<file path="src/rtl/bcd_subtractor_seq_if.sv">
// Handshake and operand/result bundle for the digit-serial packed-BCD subtractor.
// The controller drives the master side and the subtractor sits on the slave side.
interface bcd_subtractor_seq_if #(
   parameter int DIGITS = 4
);
   logic                  start;
   logic [4*DIGITS-1:0]   a;
   logic [4*DIGITS-1:0]   b;
   logic                  bin;
   logic [4*DIGITS-1:0]   diff;
   logic                  bout;
   logic                  busy;
   logic                  done;
   logic                  err;

   modport master (
      output start, a, b, bin,
      input  diff, bout, busy, done, err
   );

   modport slave (
      input  start, a, b, bin,
      output diff, bout, busy, done, err
   );
endinterface

</file>
<file path="src/rtl/bcd_subtractor_seq.sv">
// Digit-serial packed-BCD subtractor: A - B - bin, one decimal digit per clock, LSD first.
// A negative result is returned in ten's complement with bout set; bad operand digits raise err.
module bcd_subtractor_seq #(
   parameter int DIGITS = 4
) (
   input  logic                 clk,
   input  logic                 rst,
   bcd_subtractor_seq_if.slave  bus
);
   localparam int W  = 4 * DIGITS;
   localparam int IW = (DIGITS > 1) ? $clog2(DIGITS) : 1;
   localparam logic [IW-1:0] LAST_IDX = IW'(DIGITS - 1);

   typedef enum logic [1:0] {
      S_IDLE,
      S_RUN,
      S_DONE
   } state_e;

   state_e           state_q, state_d;
   logic [IW-1:0]    idx_q, idx_d;
   logic             borrow_q, borrow_d;
   logic [W-1:0]     a_q, a_d;
   logic [W-1:0]     b_q, b_d;
   logic [W-1:0]     diff_q, diff_d;
   logic             bout_q, bout_d;
   logic             err_q, err_d;

   logic [3:0]       a_dig;
   logic [3:0]       b_dig;
   logic [4:0]       t;
   logic [4:0]       t_adj;
   logic [3:0]       res_dig;

   // Checking the bus copy in the accept cycle equals checking the latched copy.
   function automatic logic has_bad_digit(input logic [W-1:0] x, input logic [W-1:0] y);
      logic bad;
      bad = 1'b0;
      for (int i = 0; i < DIGITS; i++) begin
         if ((x[4*i +: 4] > 4'd9) || (y[4*i +: 4] > 4'd9)) begin
            bad = 1'b1;
         end
      end
      return bad;
   endfunction

   // Current digit pair and its 5-bit two's-complement difference (range -10..9).
   always_comb begin
      // NOTE: every combinationally assigned signal gets a default first, so no path leaves it unassigned and no latch is inferred.
      a_dig = 4'd0;
      b_dig = 4'd0;
      for (int i = 0; i < DIGITS; i++) begin
         if (idx_q == IW'(i)) begin
            a_dig = a_q[4*i +: 4];
            b_dig = b_q[4*i +: 4];
         end
      end
      t       = {1'b0, a_dig} - {1'b0, b_dig} - {4'b0000, borrow_q};
      t_adj   = t + 5'd10;
      res_dig = t[4] ? t_adj[3:0] : t[3:0];
   end

   always_comb begin
      state_d  = state_q;
      idx_d    = idx_q;
      borrow_d = borrow_q;
      a_d      = a_q;
      b_d      = b_q;
      diff_d   = diff_q;
      bout_d   = bout_q;
      err_d    = err_q;

      unique case (state_q)
         S_IDLE: begin
            if (bus.start) begin
               a_d      = bus.a;
               b_d      = bus.b;
               borrow_d = bus.bin;
               diff_d   = '0;
               bout_d   = 1'b0;
               idx_d    = '0;
               if (has_bad_digit(bus.a, bus.b)) begin
                  err_d   = 1'b1;
                  state_d = S_DONE;
               end else begin
                  err_d   = 1'b0;
                  state_d = S_RUN;
               end
            end
         end

         S_RUN: begin
            for (int i = 0; i < DIGITS; i++) begin
               if (idx_q == IW'(i)) begin
                  diff_d[4*i +: 4] = res_dig;
               end
            end
            borrow_d = t[4];
            idx_d    = idx_q + IW'(1);
            if (idx_q == LAST_IDX) begin
               bout_d  = t[4];
               state_d = S_DONE;
            end
         end

         S_DONE: begin
            state_d = S_IDLE;
         end

         default: begin
            state_d = S_IDLE;
         end
      endcase
   end

   // NOTE: sequential state uses non-blocking assignments so every register samples pre-edge values.
   always_ff @(posedge clk) begin
      if (rst) begin
         state_q  <= S_IDLE;
         idx_q    <= '0;
         borrow_q <= 1'b0;
         diff_q   <= '0;
         bout_q   <= 1'b0;
         err_q    <= 1'b0;
      end else begin
         state_q  <= state_d;
         idx_q    <= idx_d;
         borrow_q <= borrow_d;
         diff_q   <= diff_d;
         bout_q   <= bout_d;
         err_q    <= err_d;
      end
   end

   // NOTE: operand copies are pure datapath, always reloaded on an accepted start, so they carry no reset.
   always_ff @(posedge clk) begin
      a_q <= a_d;
      b_q <= b_d;
   end

   assign bus.diff = diff_q;
   assign bus.bout = bout_q;
   assign bus.err  = err_q;
   assign bus.busy = (state_q != S_IDLE);
   assign bus.done = (state_q == S_DONE);

endmodule

</file>
<file path="src/flat_wrapper.sv">
// flat-port wrapper written by rule: the top's interface ports become plain ports
module bcd_subtractor_seq_flat 
#(
   parameter int DIGITS = 4
)
  (clk, rst, bus_start, bus_a, bus_b, bus_bin, bus_diff, bus_bout, bus_busy, bus_done, bus_err);
  bcd_subtractor_seq_if #(.DIGITS(DIGITS)) bus_i ();
  input  logic clk;
  input  logic rst;
  input wire logic [$bits(bus_i.start)-1:0] bus_start;
  input wire logic [$bits(bus_i.a)-1:0] bus_a;
  input wire logic [$bits(bus_i.b)-1:0] bus_b;
  input wire logic [$bits(bus_i.bin)-1:0] bus_bin;
  output wire logic [$bits(bus_i.diff)-1:0] bus_diff;
  output wire logic [$bits(bus_i.bout)-1:0] bus_bout;
  output wire logic [$bits(bus_i.busy)-1:0] bus_busy;
  output wire logic [$bits(bus_i.done)-1:0] bus_done;
  output wire logic [$bits(bus_i.err)-1:0] bus_err;
  assign bus_i.start = bus_start;
  assign bus_i.a = bus_a;
  assign bus_i.b = bus_b;
  assign bus_i.bin = bus_bin;
  assign bus_diff = bus_i.diff;
  assign bus_bout = bus_i.bout;
  assign bus_busy = bus_i.busy;
  assign bus_done = bus_i.done;
  assign bus_err = bus_i.err;
  bcd_subtractor_seq #(.DIGITS(DIGITS)) u_core (.clk(clk), .rst(rst), .bus(bus_i));
endmodule
</file>
<file path="config.mk">
export PLATFORM = sky130hd
export DESIGN_NAME = bcd_subtractor_seq_flat
export DESIGN_NICKNAME = d
export VERILOG_FILES = /design/src/rtl/bcd_subtractor_seq_if.sv /design/src/rtl/bcd_subtractor_seq.sv /design/src/flat_wrapper.sv
export SDC_FILE = /design/constraint.sdc
export NUM_CORES = 1
export LEC_CHECK = 0
export ABC_AREA = 0
export CAP_MARGIN = 0
export CORE_UTILIZATION = 40
export CTS_BUF_LIST = sky130_fd_sc_hd__clkbuf_8
export CTS_CLUSTER_DIAMETER = 200
export DETAILED_ROUTE_END_ITERATION = 6
export PLACE_DENSITY = 0.75
export SYNTH_ARGS = -nofsm -noshare
export SYNTH_HDL_FRONTEND = slang
export SYNTH_SLANG_ARGS = --single-unit
</file>
<file path="constraint.sdc">
create_clock -name clk -period 8.15 [get_ports clk]
set_input_delay 0.815 -clock clk [delete_from_list [all_inputs] [get_ports clk]]
set_output_delay 0.815 -clock clk [all_outputs]
set_load 0.02 [all_outputs]
</file>
==> impl_metrics.py <==
metrics = {
    "clocking": {
        "cts_tree": "built",
        "clock-root-buffer": "clkbuf_8",
        "cts_setup_buffers": 0,
        "cts_buffers": 5,
        "cts.sinks": 55,
        "clock_latency_ns": 0.31,
        "clock_tree.buffer_depth": 2,
        "cts_hold_buf": 0,
        "cts.repair.resized": 0,
        "htree_levels": 2,
        "clk_pin_slew_ns": 0.09,
    },
    "yosys": {
        "syn_nets": 289,
        "post_synth.cell_area_avg_um2": 10.7,
        "synthCells": 242,
        "synth.cell_area_mm2": 0.00260,
        "synth_area_leaders": "edfxtp_1 (37%), dfxtp_1 (18%), a21oi_1 (6.2%)",
        "synth-seq-cells": 55,
        "ys_types": 42,
        "yosys_warnings": 0,
        "synth-seq-area-share_pct": 54.7,
        "synth_top_area_share_pct": 37.0,
        "synth_top_area_cell": "edfxtp_1",
    },
    "worst_setup_path": {
        "critPathLaunchType": "register",
        "r2r_setup_slack_ns": 4.45,
        "crit_path_max_fanout": 17,
        "cp_data_arrival_time_ns": 3.88,
        "path_class": "reg2reg",
        "end_kind": "register",
        "critPathRequiredTime_ns": 8.32,
        "reg2reg_depth": 17,
    },
    "layout": {
        "synthToLayoutAreaGrowth_pct": 27.3,
        "fillCellCount": 561,
        "fin_nets": 342,
        "num_antenna_cells": 0,
        "layout-drive-gt1-share_pct": 6.76,
    },
    "min_path": {
        "hold_depth": 2,
        "worstHoldPathType": "reg2reg",
    },
    "timing": {
        "tightest_slew_ns": 0.801,
        "rsz0062_at_grt": "false",
        "fin_tns_setup_ns": 0,
        "finalSetupViolations": 0,
        "period_share_pct": 45.4,
        "fin_crit_ns": 3.70,
        "slew_violations": 0,
        "timing.fmax_ghz": 0.270,
        "max_slew_margin_pct": 46.4,
        "hold_viol": 0,
        "fin_hold_ws_ns": 0.476,
        "finClkSkew_ns": 0.00892,
    },
    "detailed_routing": {
        "route.detailed.drc": 0,
        "drtIter0Drc": 90,
        "ant_nets": 0,
        "post_drt_wl_per_cell_um": 14.5,
        "viasPerCell": 5.29,
        "vias": 1961,
        "wl_um": 5390,
        "drtPass1Iterations": 4,
    },
    "floorplan": {
        "io_pins": 56,
        "die_y_um": 82.6,
        "fp.dieW_um": 82.6,
        "die_area_mm2": 0.00682,
        "rows": 28,
        "start_util_pct": 42.6,
        "fp.coreArea_mm2": 0.00610,
    },
    "global_route": {
        "grt_antenna_before_repair": 0,
        "grt_pass1_vias": 1841,
        "grt_use_total_pct": 17.5,
        "grt_pass1_wl_um": 8730,
        "overflow": 0,
        "grt_max_degree": 34,
    },
    "place": {
        "globalplace.congestion": 0.817,
        "portBuffers": 55,
        "dpl.hpwl_um": 4010,
    },
    "status": {
        "status": "finished clean",
    },
    "job": {
        "maxCapViolations": 0,
    },
    "pwr": {
        "power_density_mw_per_mm2": 178,
        "ir_worst_vdd_mv": 0.0964,
        "leakage_nw": 1.14,
    },
}
==> worst max-delay path: stages (launching register included) <==
cell and delay [ns]:
dfxtp_1 0.34, inv_1 0.11, ha_1 0.51, nand3b_1 0.18
a21oi_1 0.07, a21oi_1 0.15, o21ai_0 0.12, fa_1 0.42
inv_1 0.10, fa_1 0.25, nand2b_1 0.19, nand2_1 0.08
ha_1 0.22, nor3_1 0.17, a31oi_1 0.06, o211ai_1 0.26
xor2_2 0.24, o32ai_1 0.10
==> path summary, 6_finish.rpt <==
check / startpoint / end
worst max-delay path: u_core.idx_q[1] / u_core.bus.diff[15]
worst min-delay path: u_core.bus.bout / u_core.bus.bout
worst max register to register: u_core.idx_q[1] / u_core.bus.diff[15]
worst min register to register: u_core.bus.bout / u_core.bus.bout
==> Yosys cell counts, drive strengths merged <==
cell     number
a21oi        32
edfxtp       32
dfxtp        23
o21ai        21
nand2        18
nor2         18
nand3b       16
inv          14
ha            9
nor3          7
buf           5
clkbuf        5
nor2b         5
nand2b        4
or2           4
o32ai         3
a221oi        2
a22oi         2
fa            2
nand4         2
o211ai        2
xnor2         2
a2111oi       1
a21o          1
a31oi         1
mux2          1
nand3         1
nor3b         1
nor4          1
nor4b         1
nor4bb        1
o221a         1
o221ai        1
o22ai         1
or4           1
xor2          1
==> sequential cells by signal (all words and copies together), names as in the netlist <==
name             flops
u_core.bus.bout      1
u_core.borrow_q      1
u_core.bus.err       1
u_core.idx_q         2
u_core.a_q          16
u_core.b_q          16
u_core.bus.diff     16
u_core.state_q       2
==> power by group <==
group | total [W] | internal, W | switching, W
logic | 0.000101 | 0.0000468 | 0.0000543
registers | 0.000312 | 0.000307 | 0.00000478
clock network | 0.000176 | 0.0000907 | 0.0000856
total | 0.000589 | 0.000444 | 0.000145
==> area by class of cell <==
| type | instances | area (um2) | area share [%] |
|---|---|---|---|
| sequential | 55 | 1420 | 43.0 |
| multi-input combinational | 163 | 1070 | 32.4 |
| timing repair buffer | 56 | 558 | 16.9 |
| tap | 75 | 93.8 | 2.84 |
| clock buffer | 5 | 68.8 | 2.08 |
| inverter | 14 | 52.6 | 1.59 |
| clock inverter | 3 | 40.0 | 1.21 |
==> cell families after synthesis <==
| kind of cell | synth area share, % |
|---|---|
| XOR/XNOR | 1.30 |
| buffers and inverters | 4.05 |
| multiplexers | 0.433 |
| adder cells (fa/ha/maj) | 5.88 |
| AO/OA/AOI/OAI | 15.7 |
| AND/OR/NAND/NOR | 18.0 |
| flip-flops | 54.7 |
==> routing by layer <==
layer,vias up,track usage (%),routed length (um),share of wire [%]
met2,42,29.5,2700,50
li1,982,-,-,-
met5,-,0,0,0
met4,0,6.38,109,2.0
met1,927,22.1,2420,45
met3,10,3.41,157,2.9
==> metrics by stage <==
step | util (%) | power, W | area [um2] | setup slack [ns] | instances
after floorplan | - | 0.000380 | 2600 | 4.82 | 242
after global placement | 52.4 | 0.000416 | 3200 | 4.64 | 363
after detailed placement | 52.4 | 0.000419 | 3200 | 4.46 | 363
after CTS | 54.2 | 0.000595 | 3310 | 4.45 | 371
after global routing | 54.2 | 0.000617 | 3310 | 4.05 | 371
final | 54.2 | 0.000589 | 3310 | 4.45 | 371
==> cells in the final DEF, fill, tap and decap left out, types with 2 or more instances in the layout <==
master,count
clkdlybuf4s50_1,55
a21oi_1,32
edfxtp_1,32
dfxtp_1,23
nand2_1,18
nor2_1,17
inv_1,15
nand3b_1,15
o21ai_0,12
o21ai_1,9
ha_1,9
nor3_1,7
clkbuf_8,5
or2_2,4
nand2b_1,4
nor2b_1,4
o32ai_1,3
a22oi_1,2
a221oi_1,2
xnor2_1,2
nand4_1,2
o211ai_1,2
fa_1,2
No activity file was read; power rests on OpenSTA's default activity.
